[src/rtl/bp_cce_fill_sender.sv]
// bp_cce_fill_sender: BedRock LCE fill header + wrapped data burst, coh_ack tracking.
// Option macro BP_CCE_FILL_CRITICAL_FIRST_EN: critical-beat-first burst order.

package bp_cce_fill_pkg;

    typedef enum logic [1:0] {
        e_bp_default_cfg = 2'd0
    } bp_params_e;

    localparam int paddr_width_gp  = 40;
    localparam int lce_id_width_gp = 4;
    localparam int cce_id_width_gp = 4;
    localparam int lce_assoc_gp    = 8;

    typedef struct packed {
        int paddr_width;
        int lce_id_width;
        int cce_id_width;
        int lce_assoc;
    } bp_proc_param_s;

    function automatic bp_proc_param_s bp_get_proc_param(bp_params_e cfg);
        bp_proc_param_s p;
        case (cfg)
            e_bp_default_cfg: begin
                p.paddr_width  = paddr_width_gp;
                p.lce_id_width = lce_id_width_gp;
                p.cce_id_width = cce_id_width_gp;
                p.lce_assoc    = lce_assoc_gp;
            end
            default: begin
                p.paddr_width  = paddr_width_gp;
                p.lce_id_width = lce_id_width_gp;
                p.cce_id_width = cce_id_width_gp;
                p.lce_assoc    = lce_assoc_gp;
            end
        endcase
        return p;
    endfunction

    typedef enum logic [2:0] {
        e_bedrock_msg_size_1   = 3'd0,
        e_bedrock_msg_size_2   = 3'd1,
        e_bedrock_msg_size_4   = 3'd2,
        e_bedrock_msg_size_8   = 3'd3,
        e_bedrock_msg_size_16  = 3'd4,
        e_bedrock_msg_size_32  = 3'd5,
        e_bedrock_msg_size_64  = 3'd6,
        e_bedrock_msg_size_128 = 3'd7
    } bp_bedrock_msg_size_e;

    typedef enum logic [2:0] {
        e_COH_I = 3'd0,
        e_COH_S = 3'd1,
        e_COH_E = 3'd2,
        e_COH_F = 3'd3,
        e_COH_M = 3'd6,
        e_COH_O = 3'd7
    } bp_coh_states_e;

    typedef enum logic [3:0] {
        e_bedrock_fill_null = 4'd0,
        e_bedrock_fill_data = 4'd1
    } bp_bedrock_fill_type_e;

    typedef enum logic [3:0] {
        e_bedrock_resp_sync_ack = 4'd0,
        e_bedrock_resp_inv_ack  = 4'd1,
        e_bedrock_resp_coh_ack  = 4'd2,
        e_bedrock_resp_wb       = 4'd3,
        e_bedrock_resp_null_wb  = 4'd4
    } bp_bedrock_resp_type_e;

    typedef struct packed {
        logic [cce_id_width_gp-1:0] src_id;
        logic [lce_id_width_gp-1:0] dst_id;
        logic [lce_assoc_gp-1:0]    way_id;
        bp_coh_states_e             state;
    } bp_bedrock_fill_payload_s;

    typedef struct packed {
        bp_bedrock_fill_payload_s   payload;
        bp_bedrock_msg_size_e       size;
        logic [paddr_width_gp-1:0]  addr;
        bp_bedrock_fill_type_e      msg_type;
    } bp_bedrock_fill_header_s;

    typedef struct packed {
        logic [lce_id_width_gp-1:0] src_id;
        logic [cce_id_width_gp-1:0] dst_id;
    } bp_bedrock_resp_payload_s;

    typedef struct packed {
        bp_bedrock_resp_payload_s   payload;
        bp_bedrock_msg_size_e       size;
        logic [paddr_width_gp-1:0]  addr;
        bp_bedrock_resp_type_e      msg_type;
    } bp_bedrock_resp_header_s;

endpackage

module bp_cce_fill_sender
    import bp_cce_fill_pkg::*;
#(
    parameter bp_params_e bp_params_p = e_bp_default_cfg,
    parameter int block_width_p = 512,
    parameter int fill_width_p  = 64,
    parameter int pending_els_p = 2,
    localparam bp_proc_param_s proc_lp = bp_get_proc_param(bp_params_p),
    localparam int paddr_width_p  = proc_lp.paddr_width,
    localparam int lce_id_width_p = proc_lp.lce_id_width,
    localparam int cce_id_width_p = proc_lp.cce_id_width,
    localparam int lce_assoc_p    = proc_lp.lce_assoc,
    localparam int pend_w_lp      = $clog2(pending_els_p+1),
    localparam int lce_fill_header_width_lp = $bits(bp_bedrock_fill_header_s),
    localparam int lce_resp_header_width_lp = $bits(bp_bedrock_resp_header_s)
) (
    input  logic                                clk_i,
    input  logic                                reset_i,
    input  logic [cce_id_width_p-1:0]           cce_id_i,

    input  logic                                req_v_i,
    output logic                                req_ready_and_o,
    input  logic [paddr_width_p-1:0]            req_addr_i,
    input  logic [2:0]                          req_size_i,
    input  logic [lce_id_width_p-1:0]           req_lce_id_i,
    input  logic [lce_assoc_p-1:0]              req_way_id_i,
    input  logic [$bits(bp_coh_states_e)-1:0]   req_state_i,
    input  logic [block_width_p-1:0]            req_data_i,

    output logic [lce_fill_header_width_lp-1:0] lce_fill_header_o,
    output logic                                lce_fill_header_v_o,
    input  logic                                lce_fill_header_ready_and_i,
    output logic                                lce_fill_has_data_o,
    output logic [fill_width_p-1:0]             lce_fill_data_o,
    output logic                                lce_fill_data_v_o,
    input  logic                                lce_fill_data_ready_and_i,
    output logic                                lce_fill_last_o,

    input  logic [lce_resp_header_width_lp-1:0] lce_resp_header_i,
    input  logic                                lce_resp_header_v_i,
    output logic                                lce_resp_header_ready_and_o,
    input  logic                                lce_resp_has_data_i,

    output logic                                ack_v_o,
    output logic [lce_id_width_p-1:0]           ack_lce_id_o,
    output logic [paddr_width_p-1:0]            ack_addr_o,
    output logic [pend_w_lp-1:0]                pending_o,
    output logic                                error_o
);

    localparam int fill_bytes_lp = fill_width_p/8;
    localparam int beats_lp      = block_width_p/fill_width_p;
    localparam int lg_fb_lp      = $clog2(fill_bytes_lp);
    localparam int lg_beats_lp   = $clog2(beats_lp);
    localparam int cnt_w_lp      = (lg_beats_lp > 0) ? lg_beats_lp : 1;

    typedef enum logic [1:0] {
        e_reset,
        e_ready,
        e_header,
        e_data
    } state_e;

    state_e state_r, state_n;

    logic [paddr_width_p-1:0]  addr_r;
    bp_bedrock_msg_size_e      size_r;
    logic [lce_id_width_p-1:0] lce_r;
    logic [lce_assoc_p-1:0]    way_r;
    bp_coh_states_e            coh_r;
    logic [block_width_p-1:0]  data_r;
    logic [cnt_w_lp-1:0]       first_r;
    logic [cnt_w_lp-1:0]       mask_r;
    logic [cnt_w_lp-1:0]       cnt_r;
    logic [pend_w_lp-1:0]      pending_r;
    logic                      error_r;

    logic [31:0]               n_c;
    logic [cnt_w_lp-1:0]       mask_c;
    logic [cnt_w_lp-1:0]       first_c;
    logic [cnt_w_lp-1:0]       beat_idx;
    logic [fill_width_p-1:0]   beat_c;
    bp_bedrock_fill_header_s   hdr_c;
    bp_bedrock_resp_header_s   resp_c;

    logic req_fire, hdr_fire, data_fire, last_c;
    logic resp_fire, ack_ok, resp_bad;

    assign req_fire  = req_v_i & req_ready_and_o;
    assign hdr_fire  = lce_fill_header_v_o & lce_fill_header_ready_and_i;
    assign data_fire = lce_fill_data_v_o & lce_fill_data_ready_and_i;
    assign last_c    = (cnt_r == mask_r);

    // Beat count and wrap start for the incoming request
    always_comb begin
        n_c = (32'd1 << req_size_i) >> lg_fb_lp;
        if (n_c == 32'd0) n_c = 32'd1;
        if (n_c > 32'(beats_lp)) n_c = 32'(beats_lp);
        mask_c = cnt_w_lp'(n_c - 32'd1);
`ifdef BP_CCE_FILL_CRITICAL_FIRST_EN
        first_c = req_addr_i[lg_fb_lp +: cnt_w_lp];
`else
        first_c = req_addr_i[lg_fb_lp +: cnt_w_lp] & ~mask_c;
`endif
    end

    // Select the current beat within the wrapped window
    always_comb begin
        beat_idx = (first_r & ~mask_r) | ((first_r + cnt_r) & mask_r);
        beat_c   = data_r[beat_idx*fill_width_p +: fill_width_p];
    end

    // State register
    always_ff @(posedge clk_i) begin
        if (reset_i) state_r <= e_reset;
        else         state_r <= state_n;
    end

    // Next-state logic
    always_comb begin
        state_n = state_r;
        unique case (state_r)
            e_reset:  state_n = e_ready;
            e_ready:  if (req_fire) state_n = e_header;
            e_header: if (hdr_fire) state_n = e_data;
            e_data:   if (data_fire & last_c) state_n = e_ready;
            default:  state_n = e_reset;
        endcase
    end

    // FSM-driven outputs; everything is quiet while reset is held
    always_comb begin
        req_ready_and_o     = 1'b0;
        lce_fill_header_v_o = 1'b0;
        lce_fill_has_data_o = 1'b0;
        lce_fill_data_v_o   = 1'b0;
        lce_fill_last_o     = 1'b0;
        lce_fill_data_o     = '0;
        hdr_c               = '0;
        if (!reset_i) begin
            unique case (state_r)
                e_ready: begin
                    req_ready_and_o = (pending_r < pend_w_lp'(pending_els_p));
                end
                e_header: begin
                    lce_fill_header_v_o    = 1'b1;
                    lce_fill_has_data_o    = 1'b1;
                    hdr_c.msg_type         = e_bedrock_fill_data;
                    hdr_c.addr             = addr_r;
                    hdr_c.size             = size_r;
                    hdr_c.payload.src_id   = cce_id_i;
                    hdr_c.payload.dst_id   = lce_r;
                    hdr_c.payload.way_id   = way_r;
                    hdr_c.payload.state    = coh_r;
                end
                e_data: begin
                    lce_fill_data_v_o = 1'b1;
                    lce_fill_data_o   = beat_c;
                    lce_fill_last_o   = last_c;
                end
                default: ;
            endcase
        end
    end

    assign lce_fill_header_o = hdr_c;

    // Request capture and beat counter
    always_ff @(posedge clk_i) begin
        if (reset_i) begin
            addr_r  <= '0;
            size_r  <= e_bedrock_msg_size_1;
            lce_r   <= '0;
            way_r   <= '0;
            coh_r   <= e_COH_I;
            data_r  <= '0;
            first_r <= '0;
            mask_r  <= '0;
            cnt_r   <= '0;
        end else begin
            if (req_fire) begin
                addr_r  <= req_addr_i;
                size_r  <= bp_bedrock_msg_size_e'(req_size_i);
                lce_r   <= req_lce_id_i;
                way_r   <= req_way_id_i;
                coh_r   <= bp_coh_states_e'(req_state_i);
                data_r  <= req_data_i;
                first_r <= first_c;
                mask_r  <= mask_c;
            end
            if (hdr_fire)       cnt_r <= '0;
            else if (data_fire) cnt_r <= cnt_r + 1'b1;
        end
    end

    // Response channel: accept everything once out of reset
    assign resp_c = bp_bedrock_resp_header_s'(lce_resp_header_i);
    assign lce_resp_header_ready_and_o = ~reset_i & (state_r != e_reset);
    assign resp_fire = lce_resp_header_v_i & lce_resp_header_ready_and_o;
    assign ack_ok    = resp_fire
                     & (resp_c.msg_type == e_bedrock_resp_coh_ack)
                     & ~lce_resp_has_data_i
                     & (pending_r != '0);
    assign resp_bad  = resp_fire & ~ack_ok;

    assign ack_v_o      = ack_ok;
    assign ack_addr_o   = ack_ok ? resp_c.addr : '0;
    assign ack_lce_id_o = ack_ok ? resp_c.payload.src_id : '0;

    logic unused_resp;
    assign unused_resp = ^{resp_c.size, resp_c.payload.dst_id};

    // Outstanding fill counter; a header and an ack in one cycle cancel
    always_ff @(posedge clk_i) begin
        if (reset_i) begin
            pending_r <= '0;
        end else begin
            unique case ({hdr_fire, ack_ok})
                2'b10:   pending_r <= pending_r + 1'b1;
                2'b01:   pending_r <= pending_r - 1'b1;
                default: pending_r <= pending_r;
            endcase
        end
    end

    // Sticky protocol error
    always_ff @(posedge clk_i) begin
        if (reset_i)       error_r <= 1'b0;
        else if (resp_bad) error_r <= 1'b1;
    end

    assign pending_o = pending_r;
    assign error_o   = error_r;

endmodule

[config.mk]
export PLATFORM = sky130hd
export DESIGN_NAME = bp_cce_fill_sender
export DESIGN_NICKNAME = d
export VERILOG_FILES = /design/src/rtl/bp_cce_fill_sender.sv
export SDC_FILE = /design/constraint.sdc
export NUM_CORES = 2
export LEC_CHECK = 0
export ABC_AREA = 0
export CAP_MARGIN = 20
export CORE_AREA = 2 2 320 322
export CTS_CLUSTER_SIZE = 30
export DETAILED_ROUTE_END_ITERATION = 7
export DIE_AREA = 0 0 322 324
export GPL_TIMING_DRIVEN = 0
export PLACE_DENSITY = 0.54
export SETUP_SLACK_MARGIN = 0.2
export SLEW_MARGIN = 0
export SYNTH_ARGS = -nofsm -noshare
export SYNTH_HDL_FRONTEND = slang
export SYNTH_SLANG_ARGS = --single-unit
export TNS_END_PERCENT = 10
[constraint.sdc]
create_clock -name clk_i -period 8.2 [get_ports clk_i]
set_clock_uncertainty 0.2 [all_clocks]
set_input_delay 1.64 -clock clk_i [delete_from_list [all_inputs] [get_ports clk_i]]
set_output_delay 1.64 -clock clk_i [all_outputs]
set_load 0.02 [all_outputs]
After elaboration in Yosys (flattened, before gate mapping)

Index checks and enable logic that the tools add are counted.

Logic and storage cells: 78
Memories kept: 0
ROM bits: 0
Output and inout bits: 184
Bits in latches: 0
Bits in registers: 584
Input port bits: 636
Memory bits (writable): 0

Bitwise operators: 19
Add/sub/neg operators: 5
Div/mod/pow operators: 0
Reduce and logical (&&, ||, !) cells: 7
Shift-type cells: 2
Equal/unequal tests: 10
Multiplexer cells: 21
Magnitude comparators: 2
Multipliers: 0

Operators by type and width:

| kind                                                                             | count |
|---|---|
| 512-bit by 10-bit indexed part select with 64-bit output                         | 1 |
| 66-bit 2-to-1 mux                                                                | 2 |
| 64-bit 2-to-1 mux                                                                | 2 |
| 40-bit 2-to-1 mux                                                                | 1 |
| 32-bit zero test                                                                 | 1 |
| 1-bit by 3-bit left shift with 32-bit output, first input constant               | 1 |
| 29-bit by 4-bit greater-than comparator with 1-bit output, second input constant | 1 |
| 29-bit 2-to-1 mux                                                                | 1 |
| 1-bit AND                                                                        | 10 |
| 3-bit AND                                                                        | 3 |
| 1-bit 2-to-1 mux                                                                 | 8 |
| 2-bit case mux with 4 select lines                                               | 1 |
| 2-bit == test, second input constant                                             | 3 |
| 2-bit 2-to-1 mux                                                                 | 3 |
| 2-bit inequality test, second input constant                                     | 3 |
| 3-bit NOT                                                                        | 2 |
| 2-bit nonzero test                                                               | 3 |
| 2-bit by 1-bit == test with 1-bit output, second input constant                  | 2 |
| 4-bit by 2-bit == test with 1-bit output, second input constant                  | 1 |
| 4-bit 2-to-1 mux                                                                 | 1 |
| 2-bit case mux with 2 select lines                                               | 1 |
| 3-bit by 1-bit adder with 3-bit output, second input constant                    | 1 |
| 3-bit adder                                                                      | 1 |
| 3-bit == test                                                                    | 1 |
| other kinds (10)                                                                 | 12 |

Longest topological paths before layout

Depth in word-level cells: 8
Depth in mapped cells: 10
Mapped depth without buffers: 9

Least setup slack after synthesis

No wires, ideal clock.

Path type: input to output
Start point: input reset_i
End point: output ack_addr_o[33]
Arrival: 3.235 ns
Stages on the path: 6
Required time: 6.360 ns
Slack: 3.125 ns
Buffers on the path: 2
Cell sequence: clkbuf_1 -> nor2_1 -> nand2_1 -> nor2_1 -> clkbuf_1 -> and2_1

Word-level cells in the longest chain between the ends: 7

Ends and longest elaborated chain:

| element                         | line | RTL |
|---|---|---|
| start, declared                 | 119  | `input logic reset_i,` |
| 1-bit NOT                       | 299  | `assign lce_resp_header_ready_and_o = ~reset_i & (state_r != e_reset);` |
| 1-bit AND                       | 299  |  |
| via lce_resp_header_ready_and_o | 142  | `output logic lce_resp_header_ready_and_o,` |
| 1-bit AND                       | 300  | `assign resp_fire = lce_resp_header_v_i & lce_resp_header_ready_and_o;` |
| 1-bit AND                       | 302  | `& (resp_c.msg_type == e_bedrock_resp_coh_ack)` |
| 1-bit AND                       | 303  | `& ~lce_resp_has_data_i` |
| 1-bit AND                       | 304  | `& (pending_r != '0);` |
| via ack_v_o                     | 145  | `output logic ack_v_o,` |
| 40-bit 2-to-1 mux               | 308  | `assign ack_addr_o = ack_ok ? resp_c.addr : '0;` |
| end, declared                   | 147  | `output logic [paddr_width_p-1:0] ack_addr_o,` |

The timed path passes the listed nets, and every way through them passes these cells.

Worst setup path in the final report

Start point: input reset_i
End point: output ack_addr_o[37]

Word-level cells in the longest chain between the ends: 7

Ends and longest elaborated chain:

| element           | line |
|---|---|
| 1-bit NOT         | 299 |
| 1-bit AND         | 299 |
| 1-bit AND         | 300 |
| 1-bit AND         | 302 |
| 1-bit AND         | 303 |
| 1-bit AND         | 304 |
| 40-bit 2-to-1 mux | 308 |

No other way between the ends.

==> results list <==
- Number of warning messages in the yosys log: 0
- R2r endpoint: data_r[7]
- Cell Int Power: 0.00551 W
- The worst hold path terminates at addr_r[36].
* Worst path bufs/invs: 4
- After clock tree synthesis, the clock-pin slew on the worst setup and hold paths is 0.06 ns.
- The share of the Yosys chip area taken by registers is 47.4%.
- Hold Buf Count CTS: 0
- Post-CTS Setup Repair Bufs: 0
- The analysis attributes to cell leakage a power of 12.7 nW.
* Multi-input logic area: 11,800 µm²
- Pin placement for this block handled 820 I/O pins.
* Path category of the worst min-delay check: reg -> reg
- Utilization after layout: 36.6%
* Placeable core area: 101,000 µm²
- Capturing element type of the critical path: primary output
* Via count of the first global-routing pass: 24,845
- Broken down by cell family, the worst path's largest delay share belongs to buffers and inverters.
* Data arrival time of the critical path: 4.91 ns
- Net switching is 30.2% of the power.
* Residual DRC count: 0
- Global route overflow: 0
- Final Worst Setup Slack: 1.45 ns
- The initialized floorplan defines 117 standard-cell rows.
- After detailed routing, the number of vias per cell comes to 4.83.
- Critical path required time: 6.36 ns
- Setup crit start kind: primary input
- Register share of total power: 40.3%
- Part of the total power dissipated in combinational logic: 19.7%
- Cell with the largest stage delay on the worst path: clkdlybuf4s50_1
- Placed cell count: 5,060
* Average cell area after synthesis: 8.42 µm²
* Post-place instance area: 34,600 µm²
* Clock network fraction of total power: 40.0%
- Top fanout value on the critical path: 11
- The number of antenna violations at the first check in global routing came to 47.
- Non-Filler Instances: 5,200
- Timing would allow up to 148 MHz.
- CTS H-Tree Depth: 3
- After legalization and detailed placement, the total HPWL measured 104,000 µm.
- Compared with the post-synthesis result, the final layout area differs by 49.7%.
- Fin crit period: 6.75 ns
- Startpoint of the most critical hold path: addr_r[36]
- The initial utilization of the core area, before any placement, comes to 24.4%.
- In this run the deepest clock path goes through 3 buffers.
- Pin count of the biggest net entering global routing: 14
* Final cycle utilization of the critical path: 82.3%
- Counting every sink on the clock net gives 584.
- Number of nets with antenna violations after routing: 0
* Number of pins with negative max-slew slack in the final report: 0
- The die is 322 µm wide.
- For this design the total switching power over the nets is 0.00239 W.
- Routability cong.: 0.881
- The first global-routing pass estimated 176,000 µm of wire.
- Layout cell share with drive strength beyond 1: 8.80%
- Number of fill cells: 10,652
- Counting every instance in the synthesized netlist gives 2,929.
* Cell Area, Synth: 24,700 µm²
- Unrepaired setup endpoints after global routing: no
- The setup path with the least slack is of type in -> out.
- Summed over all layers, the routed wires come to 130,000 µm.
* Insertion delay to the later sink of the worst-skew pair: 0.62 ns
- In this run the tightest slew margin relative to its limit is 27.8%.
* Reported max-cap violation count: 0
- Measured in cells, the most critical reg-to-reg path has a length of 9.
* Worst Max-Slew Pin Slew: 1.08 ns
- Port buffering added 809 buffers.
* Number of endpoints failing setup at the final stage: 0
- OpenSTA, run right after detailed placement, puts the worst setup slack at 1.40 ns.
- Post-route cell area: 36,900 µm²
- TritonCTS clock tree: built
- The run finished with clean final reports.
* Die boundary height: 324 µm
* Levels on crit path: 8
- The number of clock buffers added by TritonCTS is 70.
* Clock Root Buffer: clkbuf_16
- Setup TNS: 0 ns
- The startpoint identified for the worst register-to-register timing path is state_r[1].
- IR drop worst, VDD: 0.000138 V
* Count of nets after finishing: 4,469
* Total area of sequential cells: 11,700 µm²
- After synthesis the netlist holds a flip-flop and latch count of 584.
- The worst hold path passes through 2 cells.
- Dividing the detail-routed wire length by the instance count gives 25.0 µm.
- Length of the first detailed-routing pass in iterations: 5
- Traced cell by cell, the critical path runs through clkdlybuf4s50_1, clkbuf_1, nor2_1, nand2_1, nor2_1, clkbuf_1, and2_1, clkdlybuf4s50_1.
* Final Hold Violating Endpoints: 0
- Number of unique standard cell types used by synthesis: 37
* Highest cell delay on the worst timing path: 0.65 ns
* Power per unit of standard cell area: 214 nW/µm²
* Quantity of gates resized following cts: 0
* Vias after detailed routing: 25,093
- The die covers 104,000 µm².
- Total routing usage reported by global routing: 23.9%
- Reg2reg setup slack: 4.89 ns
- DR iter-0 viols: 1,913
worst max-delay path by stage:
stage | start | endpoint
after floorplan | reset_i | ack_addr_o[33]
after global placement | reset_i | ack_addr_o[37]
after detailed placement | reset_i | ack_addr_o[37]
after CTS | reset_i | ack_addr_o[37]
after global routing | reset_i | ack_addr_o[37]
final | reset_i | ack_addr_o[37]
logic make-up after synthesis:
kind of cell	Yosys count	synth area share, %
adder cells (fa/ha/maj)	10	0.538
other	1	0.0152
AO/OA/AOI/OAI	649	14.3
multiplexers	132	11.9
AND/OR/NAND/NOR	1290	20.9
buffers and inverters	254	4.68
XOR/XNOR	9	0.320
flip-flops	584	47.4
worst register-to-register path, cell delays in order, from the launching register on:
cell,delay [ns]
dfxtp_1,0.38
inv_1,0.10
ha_1,0.22
nor3b_1,0.17
nand2_1,0.25
clkbuf_1,0.66
buf_8,0.23
clkbuf_1,0.70
nand2_1,0.15
a21oi_1,0.16
cell usage in the layout, fill, tap and decap left out, types with 8 or more instances in the layout:
cell type | synthesis | routed
buf_4 | 11 | 11
nor2_1 | 13 | 13
mux4_2 | 128 | 128
clkinv_2 | 0 | 11
a22o_1 | 64 | 64
buf_8 | 0 | 9
buf_2 | 73 | 73
dfxtp_1 | 584 | 584
clkdlybuf4s50_1 | 0 | 809
ha_1 | 9 | 9
diode_2 | 0 | 17
a21oi_1 | 576 | 576
clkbuf_16 | 0 | 70
buf_1 | 8 | 8
clkbuf_1 | 149 | 167
buf_6 | 9 | 10
and2_1 | 106 | 106
nand2_1 | 1150 | 1150
clkbuf_8 | 0 | 9
layer usage:
| metal | global-route usage [%] | wire length, µm |
|---|---|---|
| met3 | 5.77 | 10100 |
| met5 | 0 | 138 |
| met1 | 27.9 | 50600 |
| met2 | 41.7 | 64000 |
| met4 | 10.0 | 5050 |
cell type report:
class / count / share of cell area (%)
well taps: 1309 / 4.44
repair buffers: 820 / 22.4
diodes: 17 / 0.115
clock inverters: 25 / 0.952
clock buffers: 98 / 5.27
flip-flops and latches: 584 / 31.7
plain buffers: 250 / 3.09
inverters: 4 / 0.0407
multi-input cells: 2093 / 32.0
sequential cells by signal, summed over array words and instances (netlist names), 2 cells and up:
name / count
lce_r: 4
coh_r: 3
way_r: 8
data_r: 512
mask_r: 3
pending_o: 2
cnt_r: 3
size_r: 3
addr_r: 40
first_r: 3
state_r: 2
power groups by stage:
| stage | clock [W] | combinational (W) | sequential [W] |
|---|---|---|---|
| 2_1_floorplan | 0 | 0.000742 | 0.00319 |
| 3_3_place_gp | 0 | 0.00153 | 0.00323 |
| 3_5_place_dp | 0 | 0.00156 | 0.00324 |
| 4_1_cts | 0.00321 | 0.00157 | 0.00318 |
| 5_1_grt | 0.00332 | 0.00168 | 0.00320 |
| 6_report | 0.00316 | 0.00156 | 0.00318 |
synthesized netlist by cell type, drive strengths merged:
cell	count	share of area, %
a211oi	2	0.061
a21o	1	0.030
a21oi	577	12
a222oi	1	0.041
a22o	64	2.3
a31oi	1	0.025
and2	106	2.7
and3	2	0.051
buf	101	2.3
clkbuf	149	2.3
conb	1	0.015
dfxtp	584	47
fa	1	0.081
ha	9	0.46
inv	4	0.061
mux2	1	0.046
mux2i	3	0.12
mux4	128	12
nand2	1150	18
nand2b	4	0.10
nand3	5	0.10
nand3b	2	0.061
nand4	1	0.025
nor2	13	0.20
nor2b	2	0.051
nor3b	2	0.061
o211ai	1	0.030
o21ai	2	0.041
or3	2	0.071
or3b	1	0.036
xnor2	5	0.18
xor2	4	0.14
metrics by stage:
step	hold slack, ns	power (W)
5_1_grt	0.265	0.00820
3_3_place_gp	0.238	0.00476
4_1_cts	0.250	0.00796
6_report	0.250	0.00790
3_5_place_dp	0.242	0.00480
2_1_floorplan	0.232	0.00394
Power figures use the tool's default switching activity.
